===== config.mk =====
export PLATFORM = sky130hd
export DESIGN_NAME = cpu_acc_dispatch
export DESIGN_NICKNAME = d
export VERILOG_FILES = /design/src/rtl/cpu_acc_dispatch.sv
export SDC_FILE = /design/constraint.sdc
export NUM_CORES = 1
export LEC_CHECK = 0
export ABC_AREA = 1
export ABC_CLOCK_PERIOD_IN_PS = 3300
export BUFFER_PORTS_ARGS = -buffer_cell sky130_fd_sc_hd__buf_2
export CORE_AREA = 4 4 169 171
export DETAILED_ROUTE_END_ITERATION = 7
export DIE_AREA = 0 0 173 175
export PLACE_DENSITY = 0.55
export SYNTH_ARGS = -nofsm -noshare
export SYNTH_HDL_FRONTEND = slang
export SYNTH_SLANG_ARGS = --single-unit

===== constraint.sdc =====
create_clock -name clk_i -period 3.3 [get_ports clk_i]
set_input_delay 0.165 -clock clk_i [delete_from_list [all_inputs] [get_ports clk_i]]
set_output_delay 0.165 -clock clk_i [all_outputs]
set_load 0.01 [all_outputs]

===== src/rtl/cpu_acc_dispatch.sv =====
// Bridges the CPU EX stage and register port to NUM_CH accelerator controllers:
// dispatches instructions by select field and round-robin arbitrates register reads/writes.
module cpu_acc_dispatch #(
    parameter int NUM_CH  = 2,
    parameter int INSTR_W = 32,
    parameter int SEL_LSB = 25,
    parameter int ADDR_W  = 5,
    parameter int DATA_W  = 32,
    parameter int NUM_RP  = 3
) (
    input  logic                             clk_i,
    input  logic                             rst_ni,
    input  logic [INSTR_W-1:0]               acc_instr_i,
    input  logic                             acc_instr_valid_i,
    output logic                             ready_o,
    output logic                             busy_o,
    output logic                             err_o,
    output logic [NUM_RP*ADDR_W-1:0]         reg_raddr_o,
    output logic                             reg_rready_o,
    input  logic [NUM_RP*DATA_W-1:0]         reg_rdata_i,
    input  logic                             reg_rvalid_i,
    output logic [ADDR_W-1:0]                reg_waddr_o,
    output logic [DATA_W-1:0]                reg_wdata_o,
    output logic                             reg_wren_o,
    input  logic                             reg_wready_i,
    output logic [INSTR_W-1:0]               ch_instr_o,
    output logic [NUM_CH-1:0]                ch_instr_valid_o,
    input  logic [NUM_CH-1:0]                ch_ready_i,
    input  logic [NUM_CH-1:0]                ch_busy_i,
    input  logic [NUM_CH*NUM_RP*ADDR_W-1:0]  ch_raddr_i,
    input  logic [NUM_CH-1:0]                ch_rready_i,
    output logic [NUM_RP*DATA_W-1:0]         ch_rdata_o,
    output logic [NUM_CH-1:0]                ch_rvalid_o,
    input  logic [NUM_CH*ADDR_W-1:0]         ch_waddr_i,
    input  logic [NUM_CH*DATA_W-1:0]         ch_wdata_i,
    input  logic [NUM_CH-1:0]                ch_wren_i,
    output logic [NUM_CH-1:0]                ch_wready_o
);

    localparam int CW  = (NUM_CH > 1) ? $clog2(NUM_CH) : 1;
    localparam int RAW = NUM_RP * ADDR_W;

    typedef enum logic {RD_IDLE, RD_WAIT} rd_state_e;
    typedef enum logic {WR_IDLE, WR_WAIT} wr_state_e;

    // Returns {found, index} of the first request at or after ptr, wrapping modulo NUM_CH.
    function automatic logic [CW:0] rr_pick(input logic [NUM_CH-1:0] req, input logic [CW-1:0] ptr);
        logic [CW:0]   res;
        logic [CW-1:0] idx;
        int            pos;
        res = '0;
        for (int i = NUM_CH - 1; i >= 0; i--) begin
            pos = int'(ptr) + i;
            if (pos >= NUM_CH) pos = pos - NUM_CH;
            idx = CW'(pos);
            if (req[idx]) res = {1'b1, idx};
        end
        return res;
    endfunction

    function automatic logic [CW-1:0] rr_next(input logic [CW-1:0] g);
        return (int'(g) == NUM_CH - 1) ? '0 : g + 1'b1;
    endfunction

    // ---------------- instruction dispatch ----------------
    logic                hold_v_q;
    logic [CW-1:0]       hold_sel_q;
    logic [INSTR_W-1:0]  hold_instr_q;
    logic                err_q;
    logic                rdy_en_q;
    logic [CW-1:0]       sel_d;
    logic                sel_bad;
    logic                hold_clr;
    logic                accept;

    assign sel_d    = (NUM_CH == 1) ? '0 : acc_instr_i[SEL_LSB +: CW];
    assign sel_bad  = (int'(sel_d) >= NUM_CH);
    assign hold_clr = hold_v_q & ch_ready_i[hold_sel_q];
    // rdy_en_q keeps ready_o low during reset and for the first cycle after release.
    assign ready_o  = rdy_en_q & (~hold_v_q | hold_clr);
    assign accept   = acc_instr_valid_i & ready_o;

    always_ff @(posedge clk_i or negedge rst_ni) begin
        if (!rst_ni) begin
            rdy_en_q     <= 1'b0;
            err_q        <= 1'b0;
            hold_v_q     <= 1'b0;
            hold_sel_q   <= '0;
            hold_instr_q <= '0;
        end else begin
            rdy_en_q <= 1'b1;
            err_q    <= accept & sel_bad;
            if (accept & ~sel_bad) begin
                hold_v_q     <= 1'b1;
                hold_sel_q   <= sel_d;
                hold_instr_q <= acc_instr_i;
            end else if (hold_clr) begin
                hold_v_q <= 1'b0;
            end
        end
    end

    assign err_o      = err_q;
    assign busy_o     = hold_v_q | (|ch_busy_i);
    assign ch_instr_o = hold_instr_q;

    always_comb begin
        ch_instr_valid_o = '0;
        if (hold_v_q) ch_instr_valid_o[hold_sel_q] = 1'b1;
    end

    // ---------------- read arbiter ----------------
    rd_state_e      rd_state_q;
    logic [CW-1:0]  rptr_q;
    logic [CW-1:0]  rgnt_q;
    logic [CW:0]    rd_pick;

    assign rd_pick = rr_pick(ch_rready_i, rptr_q);

    always_ff @(posedge clk_i or negedge rst_ni) begin
        if (!rst_ni) begin
            rd_state_q <= RD_IDLE;
            rptr_q     <= '0;
            rgnt_q     <= '0;
        end else begin
            case (rd_state_q)
                RD_IDLE: if (rd_pick[CW]) begin
                    rgnt_q     <= rd_pick[CW-1:0];
                    rd_state_q <= RD_WAIT;
                end
                RD_WAIT: if (reg_rvalid_i) begin
                    rptr_q     <= rr_next(rgnt_q);
                    rd_state_q <= RD_IDLE;
                end
                default: rd_state_q <= RD_IDLE;
            endcase
        end
    end

    assign reg_rready_o = (rd_state_q == RD_WAIT);
    assign ch_rdata_o   = reg_rdata_i;

    always_comb begin
        reg_raddr_o = '0;
        ch_rvalid_o = '0;
        for (int c = 0; c < NUM_CH; c++) begin
            if (reg_rready_o && rgnt_q == CW'(c)) begin
                reg_raddr_o    = ch_raddr_i[c*RAW +: RAW];
                ch_rvalid_o[c] = reg_rvalid_i;
            end
        end
    end

    // ---------------- write arbiter ----------------
    wr_state_e      wr_state_q;
    logic [CW-1:0]  wptr_q;
    logic [CW-1:0]  wgnt_q;
    logic [CW:0]    wr_pick;
    logic [ADDR_W-1:0] waddr_q, waddr_d;
    logic [DATA_W-1:0] wdata_q, wdata_d;

    assign wr_pick = rr_pick(ch_wren_i, wptr_q);

    always_comb begin
        waddr_d = '0;
        wdata_d = '0;
        for (int c = 0; c < NUM_CH; c++) begin
            if (wr_pick[CW-1:0] == CW'(c)) begin
                waddr_d = ch_waddr_i[c*ADDR_W +: ADDR_W];
                wdata_d = ch_wdata_i[c*DATA_W +: DATA_W];
            end
        end
    end

    always_ff @(posedge clk_i or negedge rst_ni) begin
        if (!rst_ni) begin
            wr_state_q <= WR_IDLE;
            wptr_q     <= '0;
            wgnt_q     <= '0;
            waddr_q    <= '0;
            wdata_q    <= '0;
        end else begin
            case (wr_state_q)
                WR_IDLE: if (wr_pick[CW]) begin
                    wgnt_q     <= wr_pick[CW-1:0];
                    waddr_q    <= waddr_d;
                    wdata_q    <= wdata_d;
                    wr_state_q <= WR_WAIT;
                end
                WR_WAIT: if (reg_wready_i) begin
                    wptr_q     <= rr_next(wgnt_q);
                    wr_state_q <= WR_IDLE;
                end
                default: wr_state_q <= WR_IDLE;
            endcase
        end
    end

    assign reg_wren_o  = (wr_state_q == WR_WAIT);
    assign reg_waddr_o = waddr_q;
    assign reg_wdata_o = wdata_q;

    always_comb begin
        ch_wready_o = '0;
        for (int c = 0; c < NUM_CH; c++) begin
            if (reg_wren_o && wgnt_q == CW'(c)) ch_wready_o[c] = reg_wready_i;
        end
    end

endmodule


==> results of run 1 <==
-- worst paths after layout --
kind,endpoint,slack (ns),depth (start not counted)
worst max-delay path,ch_rvalid_o[1],1.18,3
worst min-delay path,ch_instr_o[28],0.0007,1
worst max register to register,ch_instr_o[5],1.64,5
worst min register to register,ch_instr_o[15],0.46,2
max in group asynchronous,rgnt_q,2.63,1
min in group clk_i,reg_wren_o,0.03,2
-- kinds of logic after synthesis --
| group | Yosys count |
|---|---|
| flip-flops | 77 |
| AO/OA/AOI/OAI | 7 |
| AND/OR/NAND/NOR | 386 |
| buffers and inverters | 148 |
| other | 2 |
-- layout by cell type, fill, tap and decap left out --
master,n
and2_1,1
o21ai_0,3
buf_4,5
nor2_1,7
inv_8,1
inv_6,4
nand3_1,68
buf_2,241
nand2_2,2
nand4_1,32
dfrtp_1,77
clkinvlp_4,1
conb_1,2
o21ai_4,1
clkbuf_16,9
a21oi_1,2
nand2_1,274
inv_1,9
clkinv_4,1
a21boi_0,1
nand3_4,2
inv_2,1
-- routing by layer --
layer | GRT usage [%] | share of wire, % | up-vias
met3 | 4.20 | 9.2 | 52
met4 | 5.09 | 3.9 | 0
li1 | - | - | 2105
met2 | 16.8 | 46 | 227
met1 | 11.9 | 41 | 2042
met5 | 0 | 0 | -
-- worst max-delay path: stages, from the launching register on --
cell,delay [ns]
dfrtp_1,0.99
nand2_1,0.25
nor2_1,0.21
buf_2,0.16
-- through the flow --
stage          total power, mW  setup slack [ns]  hold WS, ns
2_1_floorplan             2.32              2.09       -0.131
6_report                  3.79              1.18     0.000709
3_3_place_gp              2.83              1.60        0.330
3_5_place_dp              2.84              1.55        0.330
4_1_cts                   3.90              1.15      0.00629
5_1_grt                   4.11             0.975       0.0316
-- final cells by class --
type,count,area share [%]
flip-flops and latches,77,34.2
multi-input cells,395,30.3
repair buffers,246,22.1
well taps,341,7.58
clock buffers,9,4.00
clock inverters,7,1.11
inverters,10,0.667
-- power by group --
part | leakage [nW] | switching, mW | total [mW] | internal (mW)
clock | 0.139 | 0.475 | 1.00 | 0.528
combinational | 2.18 | 0.842 | 1.35 | 0.505
sequential | 0.949 | 0.196 | 1.44 | 1.25
==> impl_metrics.json, run 1 <==
{
  "final_cell_count_no_fill": 1085,
  "grt_start_max_net_pins": 78,
  "post_synth_arst_share_pct": 100,
  "yosysMostFrequentCell": "nand2_1",
  "cts_buffers": 9,
  "clock_skew_ns": 0.0112,
  "fmaxAchievable_mhz": 472,
  "wl_mm": 16.2,
  "number_of_violations_of_the_max_capacitance_limit": 0,
  "crit_path_start_kind": "flip-flop",
  "synth.cell_area_um2": 4620,
  "synth_simple_gate_area_share_pct": 35.6,
  "yosys_register_bits": 77,
  "design.die.area_um2": 30300,
  "routed_via_density": 4.08,
  "total_power_divided_by_cell_area_nw_per_um2": 674,
  "synth_xor_area_share_pct": 0,
  "final_util_pct": 20.9,
  "worst-endpoint-arrival_ns": 1.95,
  "static-leakage-power_nw": 3.27,
  "clock_sinks": 77,
  "cp-startpoint": "reg_rready_o",
  "layout_min_cycle_time_ns": 2.12,
  "number_of_enable_flip_flop_cells_after_synthesis": 0,
  "timing.setup.critical_path_class": "flip-flop to output port",
  "most_used_dff_post_synth": "dfrtp_1",
  "synth.net_count": 865,
  "core-area_um2": 26900,
  "final-max-slew-violation-count": 0,
  "multi_input_area_um2": 1710,
  "place.port_buffers": 242,
  "post_cts.repair.setup_buffers": 0,
  "share_of_the_clock_period_used_by_the_worst_path_after_layout_pct": 64.2,
  "layout-area-overhead-vs-synth_pct": 21.8,
  "hold_violations": 0,
  "clk_path_buf_depth": 2,
  "combinational_family_with_the_most_area_after_synthesis": "simple AND/OR/NAND/NOR gates",
  "routed-via-count": 4426,
  "cts_tree": "built",
  "floorplan.initialDensity_pct": 17.2,
  "detail-route-antenna-nets": 0,
  "grt_util_all_layers_pct": 10.4,
  "placement_rows": 60,
  "total_number_of_h_tree_levels": 3,
  "n_fill_cell": 3060,
  "share_of_the_synthesized_area_in_compound_gates_ao_oa_aoi_oai_pct": 0.894,
  "drt_iter0_drc": 150,
  "dr.pass1.iters": 4,
  "tightestPinTransition_ns": 1.03,
  "post_synth_main_area_contributors": "dfrtp_1 (42%), nand2_1 (22%), buf_4 (17%), nand3_1 (7.4%), nand4_1 (4.3%)",
  "result_of_the_run": "completed",
  "number_of_antenna_violations_at_the_first_check_in_global_routing": 1,
  "final_design_area_no_fill_um2": 5630,
  "place_area_um2": 5340,
  "vdd_ir_drop_max_uv": 187,
  "post_synth_most_frequent_cells": "nand2_1 (276), buf_4 (107), dfrtp_1 (77), nand3_1 (68), nand4_1 (32)",
  "seq_area_frac_synth_pct": 41.7,
  "holdBufCountCts": 0,
  "cp.required_ns": 3.13,
  "unrepaired_setup_endpoints_after_global_routing": "false",
  "drc_errors": 0,
  "hold_class": "primary input to asynchronous set/reset pin",
  "floorplan.die.height_um": 175,
  "antenna-diode-count": 0,
  "grt_pass1_vias": 4314,
  "register_area_um2": 1930,
  "yosys_warns": 0,
  "cts_root_buf": "clkbuf_16",
  "dp_hpwl_mm": 11.7,
  "global_route_wire_length_before_repair_mm": 24.7,
  "setup.worst_path.end_class": "output port",
  "clkSlewWorstSetupHoldPaths_ns": 0.07,
  "synth.lib_cells_used.distinct": 18,
  "drive_above_1_share_pct": 36.0,
  "final_nets": 984,
  "die_w_um": 173,
  "regToRegStartpoint": "ch_instr_o[25]",
  "cts_resized": 0,
  "design.portCount": 436,
  "critical_path_peak_fanout": 34,
  "clock_latency_ns": 0.34,
  "post_synth.cell_area_avg_um2": 7.45,
  "dpl.cell_count": 1069,
  "setup_total_negative_slack_ns": 0,
  "gpl.final_weighted_congestion": 0.724,
  "post_synth_inst_count": 620,
  "grt_overflow_total": 0,
  "muxShareOfSynthArea_pct": 0,
  "routed_wire_length_per_instance_um": 14.9,
  "synth_area_leader_cell": "dfrtp_1",
  "yosys.area.top_type_share_pct": 41.7,
  "setup_violations": 0,
  "worst_slew_margin_rel_pct": 31.1,
  "adder_cell_share_of_the_synthesized_area_pct": 0
}
No activity file was read; power rests on OpenSTA's default activity.
==> run 2, diff against run 1 <==
--- a/config.mk
+++ b/config.mk
@@ -6,7 +6,7 @@
 export NUM_CORES = 1
 export LEC_CHECK = 0
 export ABC_AREA = 1
-export ABC_CLOCK_PERIOD_IN_PS = 3300
+export ABC_CLOCK_PERIOD_IN_PS = 2200
 export BUFFER_PORTS_ARGS = -buffer_cell sky130_fd_sc_hd__buf_2
 export CORE_AREA = 4 4 169 171
 export DETAILED_ROUTE_END_ITERATION = 7
==> constraint.sdc (replaced) <==
create_clock -name clk_i -period 2.2 [get_ports clk_i]
set_input_delay 0.11 -clock clk_i [delete_from_list [all_inputs] [get_ports clk_i]]
set_output_delay 0.11 -clock clk_i [all_outputs]
set_load 0.01 [all_outputs]
==> impl_metrics.json, run 2 (synthesis gave the netlist of run 1 again) <==
{
  "drc_errors": 0,
  "tightestPinTransition_ns": 0.751,
  "placement_rows": 60,
  "critical-path-max-stage-delay_ns": 0.40,
  "critical_path.cell_chain": "buf_4, inv_1, nand3_1, nand2_1, buf_2",
  "hold_class": "primary input to flip-flop",
  "final_nets": 993,
  "post_cts.repair.setup_buffers": 0,
  "layout_min_cycle_time_ns": 1.75,
  "routed-via-count": 4366,
  "floorplan.initialDensity_pct": 17.2,
  "routed_via_density": 3.99,
  "fmaxAchievable_mhz": 570,
  "critical-path-slowest-cell": "inv_1",
  "design.portCount": 436,
  "design_power_total_mw": 5.61,
  "detail-route-antenna-nets": 0,
  "grt_overflow_total": 0,
  "number_of_violations_of_the_max_capacitance_limit": 0,
  "global_route_wire_length_before_repair_mm": 24.8,
  "grt_util_all_layers_pct": 10.5,
  "clock_latency_ns": 0.34,
  "clock_sinks": 77,
  "drive_above_1_share_pct": 36.3,
  "crit_path_start_kind": "flip-flop",
  "cp.required_ns": 2.09,
  "grt_pass1_vias": 4406,
  "most_frequent_cells_in_the_layout": "nand2_1 (274), buf_2 (241), dfrtp_1 (77)",
  "place.port_buffers": 242,
  "path_buf_inv": 3,
  "number_of_antenna_violations_at_the_first_check_in_global_routing": 2,
  "vdd_ir_drop_max_uv": 252,
  "static-leakage-power_nw": 3.31,
  "hold_violations": 0,
  "setup_total_negative_slack_ns": 0,
  "setup_violations": 0,
  "worst_slew_margin_rel_pct": 49.8,
  "dr.pass1.iters": 4,
  "gpl.final_weighted_congestion": 0.762,
  "wl_mm": 16.4,
  "cts_buffers": 9,
  "cts_root_buf": "clkbuf_16",
  "final-max-slew-violation-count": 0,
  "floorplan.die.height_um": 175,
  "critical_path_peak_fanout": 18,
  "routed_wire_length_per_instance_um": 15.0,
  "path_delay_family": "buffers and inverters",
  "drt_iter0_drc": 166,
  "total_power_divided_by_cell_area_nw_per_um2": 986,
  "cts_tree": "built",
  "unrepaired_setup_endpoints_after_global_routing": "false",
  "clk_path_buf_depth": 2,
  "result_of_the_run": "completed",
  "clkSlewWorstSetupHoldPaths_ns": 0.07,
  "antenna-diode-count": 0,
  "grt_start_max_net_pins": 43,
  "timing.setup.critical_path_class": "flip-flop to output port",
  "place_area_um2": 5400,
  "layout_commonest_cell": "nand2_1",
  "total_number_of_h_tree_levels": 3,
  "setup.worst_path.end_class": "output port",
  "worst-endpoint-arrival_ns": 1.64,
  "clock_skew_ns": 0.00628,
  "dp_hpwl_mm": 12.1,
  "die_w_um": 173,
  "final_design_area_no_fill_um2": 5700,
  "share_of_the_clock_period_used_by_the_worst_path_after_layout_pct": 79.7,
  "design.die.area_um2": 30300,
  "core-area_um2": 26900,
  "layout-area-overhead-vs-synth_pct": 23.3
}
[run 2: changes by cell type in the layout (fill, tap and decap cells not counted)]
cell	delta
clkbuf_1	+1
dlygate4sd3_1	+3
buf_4	+5
inv_8	-1
clkinv_2	+3
inv_6	-4
clkinv_4	+1
buf_12	+1
[run 2: final cells by class]
type,count,area (um2)
fill,3065,21200
sequential,77,1930
multi-input combinational,395,1710
timing repair buffer,255,1330
tap,341,427
clock buffer,10,229
clock inverter,6,40.0
inverter,10,37.5
[run 2: what timing repair did]
item / in CTS / in global routing
setup endpoints to repair: 0 / 0
endpoints found under the hold margin: 37 / 0
hold buffers: 3 / 0
gates resized for setup: 0 / 0
[run 2: worst paths after layout]
check                                 from               to  slack [ns]  cells past startpoint
min                        acc_instr_i[24]   ch_instr_o[24]        0.04                      3
max in group asynchronous           rst_ni  reg_wdata_o[11]        1.24                      3
max reg2reg                 ch_instr_o[25]   ch_instr_o[17]        0.70                      5
min in group asynchronous           rst_ni    ch_instr_o[4]        0.30                      2
max                                 rgnt_q  reg_raddr_o[10]        0.45                      5
min reg2reg                 ch_instr_o[14]   ch_instr_o[14]        0.46                      2
[run 2: metrics by stage]
stage | std cells | hold slack, ns | worst slack, ns | utilization [%]
final | 1094 | 0.0362 | 0.446 | 21.2
after global placement | 1075 | 0.131 | 0.700 | 20.1
after detailed placement | 1075 | 0.130 | 0.686 | 20.1
after global routing | 1094 | 0.0242 | 0.282 | 21.2
after floorplan | 620 | -0.186 | 1.05 | -
after CTS | 1094 | 0.00739 | 0.413 | 21.2
[run 2: worst register-to-register path: cells and delay by family (launching register included)]
| family | cells | cell delay [ns] |
|---|---|---|
| AND/OR/NAND/NOR | 5 | 0.99 |
| flip-flops | 1 | 0.41 |
[run 2: report_power, final]
part | internal (mW) | leakage [nW] | switching [mW]
clock | 0.764 | 0.132 | 0.638
combinational | 0.781 | 2.23 | 1.31
sequential | 1.87 | 0.949 | 0.249
[run 2: metal layers]
layer  track usage, %  wire length, um
met1             11.3             6420
met2             17.8             7740
met3             4.26             1540
met4             5.35              733
met5                0               10
==> run 3, diff against run 2 <==
==> config.mk (replaced) <==
export PLATFORM = sky130hd
export DESIGN_NAME = cpu_acc_dispatch
export DESIGN_NICKNAME = d
export VERILOG_FILES = /design/src/rtl/cpu_acc_dispatch.sv
export SDC_FILE = /design/constraint.sdc
export NUM_CORES = 1
export LEC_CHECK = 0
export ABC_AREA = 0
export ABC_CLOCK_PERIOD_IN_PS = 1800
export BUFFER_PORTS_ARGS = -buffer_cell sky130_fd_sc_hd__buf_2
export CORE_AREA = 4 4 169 171
export DETAILED_ROUTE_END_ITERATION = 7
export DIE_AREA = 0 0 173 175
export PLACE_DENSITY = 0.53
export SYNTH_ARGS = -nofsm -noshare
export SYNTH_HDL_FRONTEND = slang
export SYNTH_SLANG_ARGS = --single-unit
==> constraint.sdc (replaced) <==
create_clock -name clk_i -period 1.8 [get_ports clk_i]
set_input_delay 0.09 -clock clk_i [delete_from_list [all_inputs] [get_ports clk_i]]
set_output_delay 0.09 -clock clk_i [all_outputs]
set_load 0.01 [all_outputs]
==> impl_metrics.json, run 3 <==
{
  "result_of_the_run": "completed",
  "met3_length_mm": 1.74,
  "path_delay_family": "flip-flops",
  "combinational_family_with_the_most_area_after_synthesis": "buffers and inverters",
  "most_used_dff_post_synth": "dfrtp_1",
  "hold_class": "primary input to flip-flop",
  "synth_xor_area_share_pct": 0,
  "grt_start_max_net_pins": 41,
  "routed_via_density": 4.05,
  "r2r_cells": 4,
  "p_int_mw": 4.12,
  "critical_path.cell_chain": "mux2i_1, nand2_1, and2_1, buf_2",
  "design.die.area_um2": 30300,
  "synth.net_count": 663,
  "setup_violations": 0,
  "dr.pass1.iters": 4,
  "synth_area_leader_cell": "dfrtp_1",
  "timing.reg2reg.setup_slack_ns": 0.16,
  "power.net_switching_mw": 2.21,
  "post_synth_main_area_contributors": "dfrtp_1 (44%), buf_4 (17%), mux2_2 (7.5%), a2bb2oi_1 (7.5%), a31oi_1 (5.5%)",
  "fmaxAchievable_mhz": 602,
  "final_nets": 865,
  "static-leakage-power_nw": 2.91,
  "hold_path_depth": 2,
  "number_of_violations_of_the_max_capacitance_limit": 0,
  "pwr-share-clk_pct": 30.9,
  "place.port_buffers": 242,
  "number_of_enable_flip_flop_cells_after_synthesis": 0,
  "yosys_warns": 0,
  "design_power_total_mw": 6.33,
  "design.portCount": 436,
  "layout-area-overhead-vs-synth_pct": 42.9,
  "total_number_of_h_tree_levels": 3,
  "yosys_register_bits": 77,
  "routed.top_layer": "met5",
  "drt_iter0_drc": 98,
  "netSwitchingFraction_pct": 34.9,
  "layout_commonest_cell": "buf_2",
  "critical-path-slowest-cell": "dfrtp_1",
  "grt_overflow_total": 0,
  "unrepaired_setup_endpoints_after_global_routing": "false",
  "crit_path_start_kind": "flip-flop",
  "m1WireLength_mm": 6.64,
  "cts_resized": 0,
  "adder_cell_share_of_the_synthesized_area_pct": 0,
  "synth_simple_gate_area_share_pct": 3.98,
  "hold_violations": 0,
  "power_frac_comb_pct": 32.0,
  "dp_hpwl_mm": 13.0,
  "global_route_wire_length_before_repair_mm": 26.1,
  "synth.cell_area_um2": 4340,
  "total_power_divided_by_cell_area_nw_per_um2": 1020,
  "clock_sinks": 77,
  "synth.lib_cells_used.distinct": 30,
  "post_synth_most_frequent_cells": "buf_4 (99), dfrtp_1 (77), a31oi_1 (38), a2bb2oi_1 (37), o21ai_0 (36)",
  "cts_root_buf": "clkbuf_16",
  "gpl.final_weighted_congestion": 0.745,
  "regToRegStartpoint": "ch_instr_o[25]",
  "grt_util_all_layers_pct": 11.1,
  "yosysMostFrequentCell": "buf_4",
  "core-area_um2": 26900,
  "clkSlewWorstSetupHoldPaths_ns": 0.08,
  "timing.hold.worst_endpoint": "ch_instr_o[5]",
  "cp.required_ns": 1.71,
  "floorplan.die.height_um": 175,
  "yosys.area.top_type_share_pct": 44.4,
  "seq_area_frac_synth_pct": 44.4,
  "wl_mm": 17.3,
  "setup_total_negative_slack_ns": 0,
  "path_buf_inv": 1,
  "worst_hold_startpoint": "acc_instr_i[5]",
  "tightestPinTransition_ns": 1.02,
  "die_w_um": 173,
  "n_fill_cell": 2950,
  "antenna-diode-count": 0,
  "timing.setup.critical_path_class": "flip-flop to output port",
  "post_synth.cell_area_avg_um2": 10.4,
  "placement_rows": 60,
  "cts_buffers": 9,
  "holdBufCountCts": 63,
  "share_of_the_synthesized_area_in_compound_gates_ao_oa_aoi_oai_pct": 18.9,
  "clk_path_buf_depth": 2,
  "cts_tree": "built",
  "number_of_antenna_violations_at_the_first_check_in_global_routing": 2,
  "drive_above_1_share_pct": 48.6,
  "clock_skew_ns": 0.0134,
  "final-max-slew-violation-count": 0,
  "critical-path-max-stage-delay_ns": 0.43,
  "power.share.sequential_pct": 37.1,
  "worst-endpoint-arrival_ns": 1.57,
  "post_synth_arst_share_pct": 100,
  "muxShareOfSynthArea_pct": 11.7,
  "floorplan.initialDensity_pct": 16.1,
  "vdd_ir_drop_max_uv": 348,
  "clock_latency_ns": 0.35,
  "critical_path_peak_fanout": 6,
  "r2r_end": "ch_instr_o[30]",
  "post_synth_inst_count": 418,
  "most_frequent_cells_in_the_layout": "buf_2 (241), dfrtp_1 (77), dlygate4sd3_1 (63)",
  "grt_pass1_vias": 4293,
  "layout_min_cycle_time_ns": 1.66,
  "routed_wire_length_per_instance_um": 17.9,
  "worst_slew_margin_rel_pct": 32.1,
  "dr_wl_met2_mm": 8.38,
  "routed-via-count": 3913,
  "drc_errors": 0,
  "detail-route-antenna-nets": 0,
  "share_of_the_clock_period_used_by_the_worst_path_after_layout_pct": 92.3,
  "setup.worst_path.end_class": "output port",
  "post_cts.repair.setup_buffers": 0
}
run 3: cell type report:
| class | instances | area, um2 | share of cell area (%) |
|---|---|---|---|
| multi-input cells | 210 | 1540 | 24.8 |
| clock buffers | 9 | 225 | 3.63 |
| clock inverters | 7 | 86.3 | 1.39 |
| well taps | 341 | 427 | 6.89 |
| inverters | 4 | 15.0 | 0.242 |
| repair buffers | 318 | 1980 | 31.9 |
| flip-flops and latches | 77 | 1930 | 31.1 |
run 3: metrics by stage:
| step | instances | hold WS (ns) | util, % | setup WS (ns) | cell area [um2] |
|---|---|---|---|---|---|
| after detailed placement | 887 | -0.0305 | 19.5 | 0.197 | 5250 |
| after global placement | 887 | -0.0321 | 19.5 | 0.216 | 5250 |
| after floorplan | 418 | -0.206 | - | 0.377 | 4340 |
| after CTS | 966 | 0.00128 | 23.1 | 0.114 | 6200 |
| after global routing | 966 | 0.00352 | 23.1 | 0.0281 | 6200 |
| final | 966 | 0.0155 | 23.1 | 0.138 | 6200 |
run 3: worst max-delay path by stage:
stage,start,endpoint,slack (ns),cells past startpoint
CTS,ch_instr_o[25],ready_o,0.11,4
finish,ch_instr_o[25],ready_o,0.14,4
floorplan,ch_instr_o[25],ch_instr_o[16],0.38,4
global route,ch_instr_o[25],ready_o,0.03,4
global placement,ch_instr_o[25],ch_instr_o[4],0.22,4
detailed placement,ch_instr_o[25],ch_instr_o[21],0.20,4
run 3: cell families (layout without fill, tap and decap cells):
kind of cell | after synthesis | count (layout)
buffers and inverters | 131 | 338
AOI/OAI and AO/OA | 123 | 123
DFF | 77 | 77
muxes | 47 | 47
and+or+nand+nor | 38 | 38
other | 2 | 2
run 3: layer usage:
layer	GRT usage (%)	vias to the layer above
met4	4.16	4
met1	12.3	1820
met3	5.08	64
li1	-	1797
met2	18.8	228
met5	0	-
run 3: power by group through the flow:
| stage | registers, mW | clock network [mW] | logic, mW |
|---|---|---|---|
| floorplan | 2.52 | 0 | 1.05 |
| global placement | 2.38 | 0 | 1.95 |
| detailed placement | 2.37 | 0 | 1.96 |
| CTS | 2.35 | 2.07 | 2.08 |
| global route | 2.40 | 2.14 | 2.23 |
| finish | 2.35 | 1.96 | 2.03 |
